File: src/rtl/uart_rx_fifo_if.sv
// Bundles the push, pop, status and overflow-clear signals of the receive
// FIFO. The master side is the UART receiver and consumer. The slave side is
// the FIFO itself.
interface uart_rx_fifo_if #(
  parameter int DBIT   = 8,
  parameter int ADDR_W = 4
);
  logic [DBIT-1:0] wr_data;
  logic            wr_tick;
  logic            rd_en;
  logic            overflow_clr;
  logic [DBIT-1:0] rd_data;
  logic            rd_valid;
  logic            empty;
  logic            full;
  logic            almost_full;
  logic [ADDR_W:0] count;
  logic            overflow;

  modport master (
    output wr_data, wr_tick, rd_en, overflow_clr,
    input  rd_data, rd_valid, empty, full, almost_full, count, overflow
  );

  modport slave (
    input  wr_data, wr_tick, rd_en, overflow_clr,
    output rd_data, rd_valid, empty, full, almost_full, count, overflow
  );
endinterface

File: src/rtl/uart_rx_fifo.sv
// Receive-side FIFO for a UART. It captures a word on each receiver done
// tick and stores up to 2**ADDR_W words in arrival order. Words leave through
// a registered pop port. The status flags are decoded only from the
// registered occupancy count, so no input has a combinational path to an
// output.
module uart_rx_fifo #(
  parameter int DBIT     = 8,
  parameter int ADDR_W   = 4,
  parameter int AF_LEVEL = 12
) (
  input  logic             clk,
  input  logic             reset,
  uart_rx_fifo_if.slave    bus
);
  localparam int              DEPTH    = 1 << ADDR_W;
  localparam logic [ADDR_W:0] FULL_CNT = (ADDR_W + 1)'(DEPTH);
  localparam logic [ADDR_W:0] AF_CNT   = (ADDR_W + 1)'(AF_LEVEL);

  logic [DBIT-1:0]   mem [DEPTH];
  logic [ADDR_W-1:0] wr_ptr;
  logic [ADDR_W-1:0] rd_ptr;
  logic [ADDR_W:0]   count_q;
  logic [DBIT-1:0]   rd_data_q;
  logic              rd_valid_q;
  logic              overflow_q;

  logic              is_empty;
  logic              is_full;
  logic              push;
  logic              pop;
  logic              drop;

  // Decode the flags from the stored count and qualify the push/pop requests.
  // NOTE: every signal gets a default first, so a missed branch cannot infer a latch.
  always_comb begin
    is_empty = 1'b0;
    is_full  = 1'b0;
    pop      = 1'b0;
    push     = 1'b0;
    drop     = 1'b0;

    is_empty = (count_q == '0);
    is_full  = (count_q == FULL_CNT);
    // A pop on an empty FIFO is ignored. There is no bypass from the write port.
    pop      = bus.rd_en && !is_empty;
    // When the FIFO is full, a push is accepted only if a pop frees a slot in the same cycle.
    push     = bus.wr_tick && (!is_full || pop);
    drop     = bus.wr_tick && is_full && !pop;
  end

  // Write the storage array. It has no reset because stale words are unreachable once the pointers are cleared.
  // NOTE: the memory is deliberately left out of reset so it can map onto plain RAM/flops without a reset tree.
  always_ff @(posedge clk) begin
    if (push) begin
      mem[wr_ptr] <= bus.wr_data;
    end
  end

  // Advance the pointers and track occupancy. Pointers wrap naturally modulo the depth.
  // NOTE: state is updated with non-blocking assignments so every register sees pre-edge values.
  always_ff @(posedge clk or posedge reset) begin
    if (reset) begin
      wr_ptr  <= '0;
      rd_ptr  <= '0;
      count_q <= '0;
    end else begin
      if (push) begin
        wr_ptr <= wr_ptr + 1'b1;
      end
      if (pop) begin
        rd_ptr <= rd_ptr + 1'b1;
      end
      case ({push, pop})
        2'b10:   count_q <= count_q + 1'b1;
        2'b01:   count_q <= count_q - 1'b1;
        default: count_q <= count_q;
      endcase
    end
  end

  // Register the popped word. On a full push+pop to the same slot, this returns the old head.
  always_ff @(posedge clk or posedge reset) begin
    if (reset) begin
      rd_data_q  <= '0;
      rd_valid_q <= 1'b0;
    end else begin
      rd_valid_q <= pop;
      if (pop) begin
        rd_data_q <= mem[rd_ptr];
      end
    end
  end

  // Sticky overflow flag. A dropped push wins over a clear in the same cycle.
  always_ff @(posedge clk or posedge reset) begin
    if (reset) begin
      overflow_q <= 1'b0;
    end else if (drop) begin
      overflow_q <= 1'b1;
    end else if (bus.overflow_clr) begin
      overflow_q <= 1'b0;
    end
  end

  assign bus.rd_data     = rd_data_q;
  assign bus.rd_valid    = rd_valid_q;
  assign bus.count       = count_q;
  assign bus.empty       = is_empty;
  assign bus.full        = is_full;
  assign bus.almost_full = (count_q >= AF_CNT);
  assign bus.overflow    = overflow_q;
endmodule

File: src/flat_wrapper.sv
// flat-port wrapper written by rule: the top's interface ports become plain ports
module uart_rx_fifo_flat 
#(
  parameter int DBIT     = 8,
  parameter int ADDR_W   = 4,
  parameter int AF_LEVEL = 12
)
  (clk, reset, bus_wr_data, bus_wr_tick, bus_rd_en, bus_overflow_clr, bus_rd_data, bus_rd_valid, bus_empty, bus_full, bus_almost_full, bus_count, bus_overflow);
  uart_rx_fifo_if #(.DBIT(DBIT), .ADDR_W(ADDR_W)) bus_i ();
  input  logic clk;
  input  logic reset;
  input wire logic [$bits(bus_i.wr_data)-1:0] bus_wr_data;
  input wire logic [$bits(bus_i.wr_tick)-1:0] bus_wr_tick;
  input wire logic [$bits(bus_i.rd_en)-1:0] bus_rd_en;
  input wire logic [$bits(bus_i.overflow_clr)-1:0] bus_overflow_clr;
  output wire logic [$bits(bus_i.rd_data)-1:0] bus_rd_data;
  output wire logic [$bits(bus_i.rd_valid)-1:0] bus_rd_valid;
  output wire logic [$bits(bus_i.empty)-1:0] bus_empty;
  output wire logic [$bits(bus_i.full)-1:0] bus_full;
  output wire logic [$bits(bus_i.almost_full)-1:0] bus_almost_full;
  output wire logic [$bits(bus_i.count)-1:0] bus_count;
  output wire logic [$bits(bus_i.overflow)-1:0] bus_overflow;
  assign bus_i.wr_data = bus_wr_data;
  assign bus_i.wr_tick = bus_wr_tick;
  assign bus_i.rd_en = bus_rd_en;
  assign bus_i.overflow_clr = bus_overflow_clr;
  assign bus_rd_data = bus_i.rd_data;
  assign bus_rd_valid = bus_i.rd_valid;
  assign bus_empty = bus_i.empty;
  assign bus_full = bus_i.full;
  assign bus_almost_full = bus_i.almost_full;
  assign bus_count = bus_i.count;
  assign bus_overflow = bus_i.overflow;
  uart_rx_fifo #(.DBIT(DBIT), .ADDR_W(ADDR_W), .AF_LEVEL(AF_LEVEL)) u_core (.clk(clk), .reset(reset), .bus(bus_i));
endmodule
File: config.mk
export PLATFORM = sky130hd
export DESIGN_NAME = uart_rx_fifo_flat
export DESIGN_NICKNAME = d
export VERILOG_FILES = /design/src/rtl/uart_rx_fifo_if.sv /design/src/rtl/uart_rx_fifo.sv /design/src/flat_wrapper.sv
export SDC_FILE = /design/constraint.sdc
export NUM_CORES = 1
export LEC_CHECK = 0
export BUFFER_PORTS_ARGS = -buffer_cell sky130_fd_sc_hd__buf_4
export CELL_PAD_IN_SITES_DETAIL_PLACEMENT = 1
export CELL_PAD_IN_SITES_GLOBAL_PLACEMENT = 2
export CORE_MARGIN = 10
export CORE_UTILIZATION = 39
export CTS_CLUSTER_DIAMETER = 40
export DETAILED_ROUTE_END_ITERATION = 12
export GPL_TIMING_DRIVEN = 0
export PLACE_DENSITY_LB_ADDON = 0.1
export SLEW_MARGIN = 10
export SYNTH_ARGS = -nofsm -noshare
export SYNTH_HDL_FRONTEND = slang
export SYNTH_SLANG_ARGS = --single-unit
File: constraint.sdc
create_clock -name clk -period 4.1 [get_ports clk]
set_clock_uncertainty 0.1 [all_clocks]
set_input_delay 0.205 -clock clk [delete_from_list [all_inputs] [get_ports clk]]
set_output_delay 0.205 -clock clk [all_outputs]
set_load 0.05 [all_outputs]
==> results.yml <==
setup_path:
  crit_slowest_cell: "or4_4"
  crit_arrival_ps: 3670
  slowest_delay_ps: 560
  crit_path_start_kind: "flip-flop"
  path_max_fanout: 12
  critical_path_required_ps: 4320
  crit_type: "flip-flop to flip-flop"
  endpoint_kind: "flip-flop"
  crit_chain: "or4_4, buf_6, o21a_1, clkbuf_1, ha_1, clkbuf_1, xor2_1, ha_1, and3b_1, o21ai_0, a31oi_1, xnor2_1"
floorplan:
  fp.dieW_um: 145
  die_h_um: 145
  top_level_ports: 31
  coreArea_sq_um: 15200
  rows: 45
  dieArea_sq_um: 20900
  start_util_pct: 39.9
cells_and_area:
  area_delta_synth_final_pct: 18.8
  diodes: 0
  final_cell_mix: "edfxtp_1, buf_4, mux4_2"
  layout.nets: 390
  layout_commonest_cell: "edfxtp_1"
  final_core_util_pct: 47.4
  fillCellCount: 1406
  drive_above_1_share_pct: 30.9
sta:
  finalSetupTns_ps: 0
  holdWs_ps: -3.21
  final_hold_viol_count: 6
  period_minus_slack_ps: 3450
  fmax_mhz: 290
  rsz0062_at_grt: "no"
  setup_viol: 0
  finalCritPeriodShare_pct: 84.2
  finalWorstSetupSlack_ps: 649
  slew_viol_final: 0
  tightest_slew_ps: 981
  slew_headroom_pct: 34.6
outcome:
  outcome: "finished with violations"
  violations: "hold timing"
power:
  seq_power_share_pct: 38.2
  p_sw_mw: 1.79
  intPower_mw: 3.58
  p_leak_nw: 2.48
  swShare_pct: 33.3
  peakVddDrop_mv: 0.522
  clkPwrFrac_pct: 29.7
  pwr_density_cell_nw_per_um2: 745
  combPwrFrac_pct: 32.1
  fin_total_pwr_mw: 5.37
global_routing:
  grt_pass1_vias: 3268
  grt_antenna_before_repair: 0
  grt_max_degree: 24
  met1_usage_pct: 18.5
  track_usage_pct: 14.1
  grt_pass1_wl_um: 20700
  gr-usage-met2_pct: 21.4
  gr-total-overflow: 0
  grt_use_met3_pct: 4.69
  top_usage_layer: "met2"
synth:
  synth_seq_cells: 151
  synth_cell_type_count: 39
  syn_nets: 334
  synth_area_leaders: "edfxtp_1, mux4_2, dfrtp_1"
  synth-seq-area-share_pct: 72.9
  netlist_instances: 313
  synth-main-ff-cell: "edfxtp_1"
  synth.top_cell.area_share_pct: 63.4
  yosysWarnings: 0
  synthArstFlopShare_pct: 15.2
  synth_area_sq_um: 6060
  yosys.area.top_type: "edfxtp_1"
  synth-edff-count: 128
  synth.avg_cell_area_sq_um: 19.4
placed_design:
  portBuffers: 30
  place_congestion: 0.724
  post-dp-hpwl_um: 8850
  preCtsSetupSlack_ps: 645
clock_tree:
  root_buffer: "clkbuf_16"
  cts_tree: "done"
  numCtsBuffers: 17
  clock_path_buffers: 2
  cts_resized: 0
  clk_latency_ps: 430
  clock_sinks: 151
  path_clk_slew_ps: 60
  htree_levels: 4
detailed_routing:
  vias: 3045
  detail-route-antenna-nets: 0
  drt_iter0_drc: 143
  drt_pass1_iterations: 4
  drcViolationCount: 0
  viasPerCell: 5.34
  post_drt_wl_per_cell_um: 23.7
  drt-total-wl_um: 13500
job:
  max-cap-violations: 0
min_path:
  hp-class: "input port to flip-flop"
-- synth_stat cells, drive strengths merged, types with 3 or more instances --
cell type and number:
ha 8, mux4 32, xor2 5, and2 16
edfxtp 128, o21ai 3, nor2 3, o22ai 17
inv 6, nand2 5, buf 8, a21oi 10
mux2 10, xnor2 7, clkbuf 8, dfrtp 23
-- path summary, 6_finish.rpt --
kind	from	endpoint	slack, ps	cells after the start
min in group asynchronous	reset	u_core.rd_ptr[2]$_DFFE_PP0P_	450	3
min reg2reg	u_core.wr_ptr[3]$_DFFE_PP0P_	u_core.wr_ptr[3]$_DFFE_PP0P_	460	1
max reg2reg	u_core.bus.count[0]$_DFFE_PP0P_	u_core.bus.count[4]$_DFFE_PP0P_	650	12
max	u_core.bus.count[0]$_DFFE_PP0P_	u_core.bus.count[4]$_DFFE_PP0P_	650	12
max in group asynchronous	reset	u_core.bus.count[0]$_DFFE_PP0P_	2850	3
min	bus_wr_data[3]	u_core.mem[9][3]$_DFFE_PP_	-3	1
-- through the flow --
| step | instance area, sq um | instances |
|---|---|---|
| finish | 7200 | 570 |
| detailed placement | 6520 | 531 |
| global route | 7200 | 570 |
| CTS | 7200 | 570 |
| floorplan | 6060 | 313 |
| global placement | 6520 | 531 |
-- cell families (layout without fill, tap and decap cells) --
logic type	Yosys count	after routing	synth area share (%)
DFF	151	151	72.9
muxes	42	42	13.8
and+or+nand+nor	40	40	4.07
AOI/OAI and AO/OA	38	38	4.07
buffers and inverters	22	91	1.80
xor gates and xnor gates	12	12	1.73
adders and majority gates	8	8	1.65
-- worst max-delay path: cells and delay by family, from the launching register on --
family / cells / cell delay (ps)
and+or+nand+nor: 2 / 720
AOI/OAI and AO/OA: 3 / 460
DFF: 1 / 460
buffers and inverters: 3 / 710
adders and majority gates: 2 / 550
xor gates and xnor gates: 2 / 330
-- layout make-up --
class / count / area [sq um] / share of cell area, %
Sequential cell: 151 / 4420 / 61.4
Clock inverter: 12 / 144 / 2.00
Tap cell: 188 / 235 / 3.27
Clock buffer: 20 / 467 / 6.48
Multi-Input combinational cell: 140 / 1530 / 21.3
Inverter: 6 / 22.5 / 0.313
Timing Repair Buffer: 37 / 295 / 4.10
Buffer: 16 / 86.3 / 1.20
-- metal layers --
metal  vias to the layer above  wire length [um]
met5                         -                 0
met4                         0               153
met3                        11               630
met2                        65              6490
met1                      1599              6220
li1                       1370                 -
-- sequential cells by signal (all words and copies together), names as in the netlist --
name                 count
u_core.mem             128
u_core.bus.rd_data       8
u_core.bus.count         5
u_core.rd_ptr            4
u_core.wr_ptr            4
u_core.bus.overflow      1
u_core.bus.rd_valid      1
-- repair_timing --
action / in CTS / in global routing
hold buffers: 7 / 0
hold endpoints to repair: 88 / 0
setup buffers: 0 / 0
-- power groups by stage --
stage          clock network, mW  registers (mW)  logic (mW)
6_report                    1.59            2.05        1.72
3_3_place_gp                   0            2.08        1.75
3_5_place_dp                   0            2.09        1.76
2_1_floorplan                  0            2.27        1.02
4_1_cts                     1.62            2.05        1.77
5_1_grt                     1.70            2.08        1.88
(Power assumes the default switching activity.)
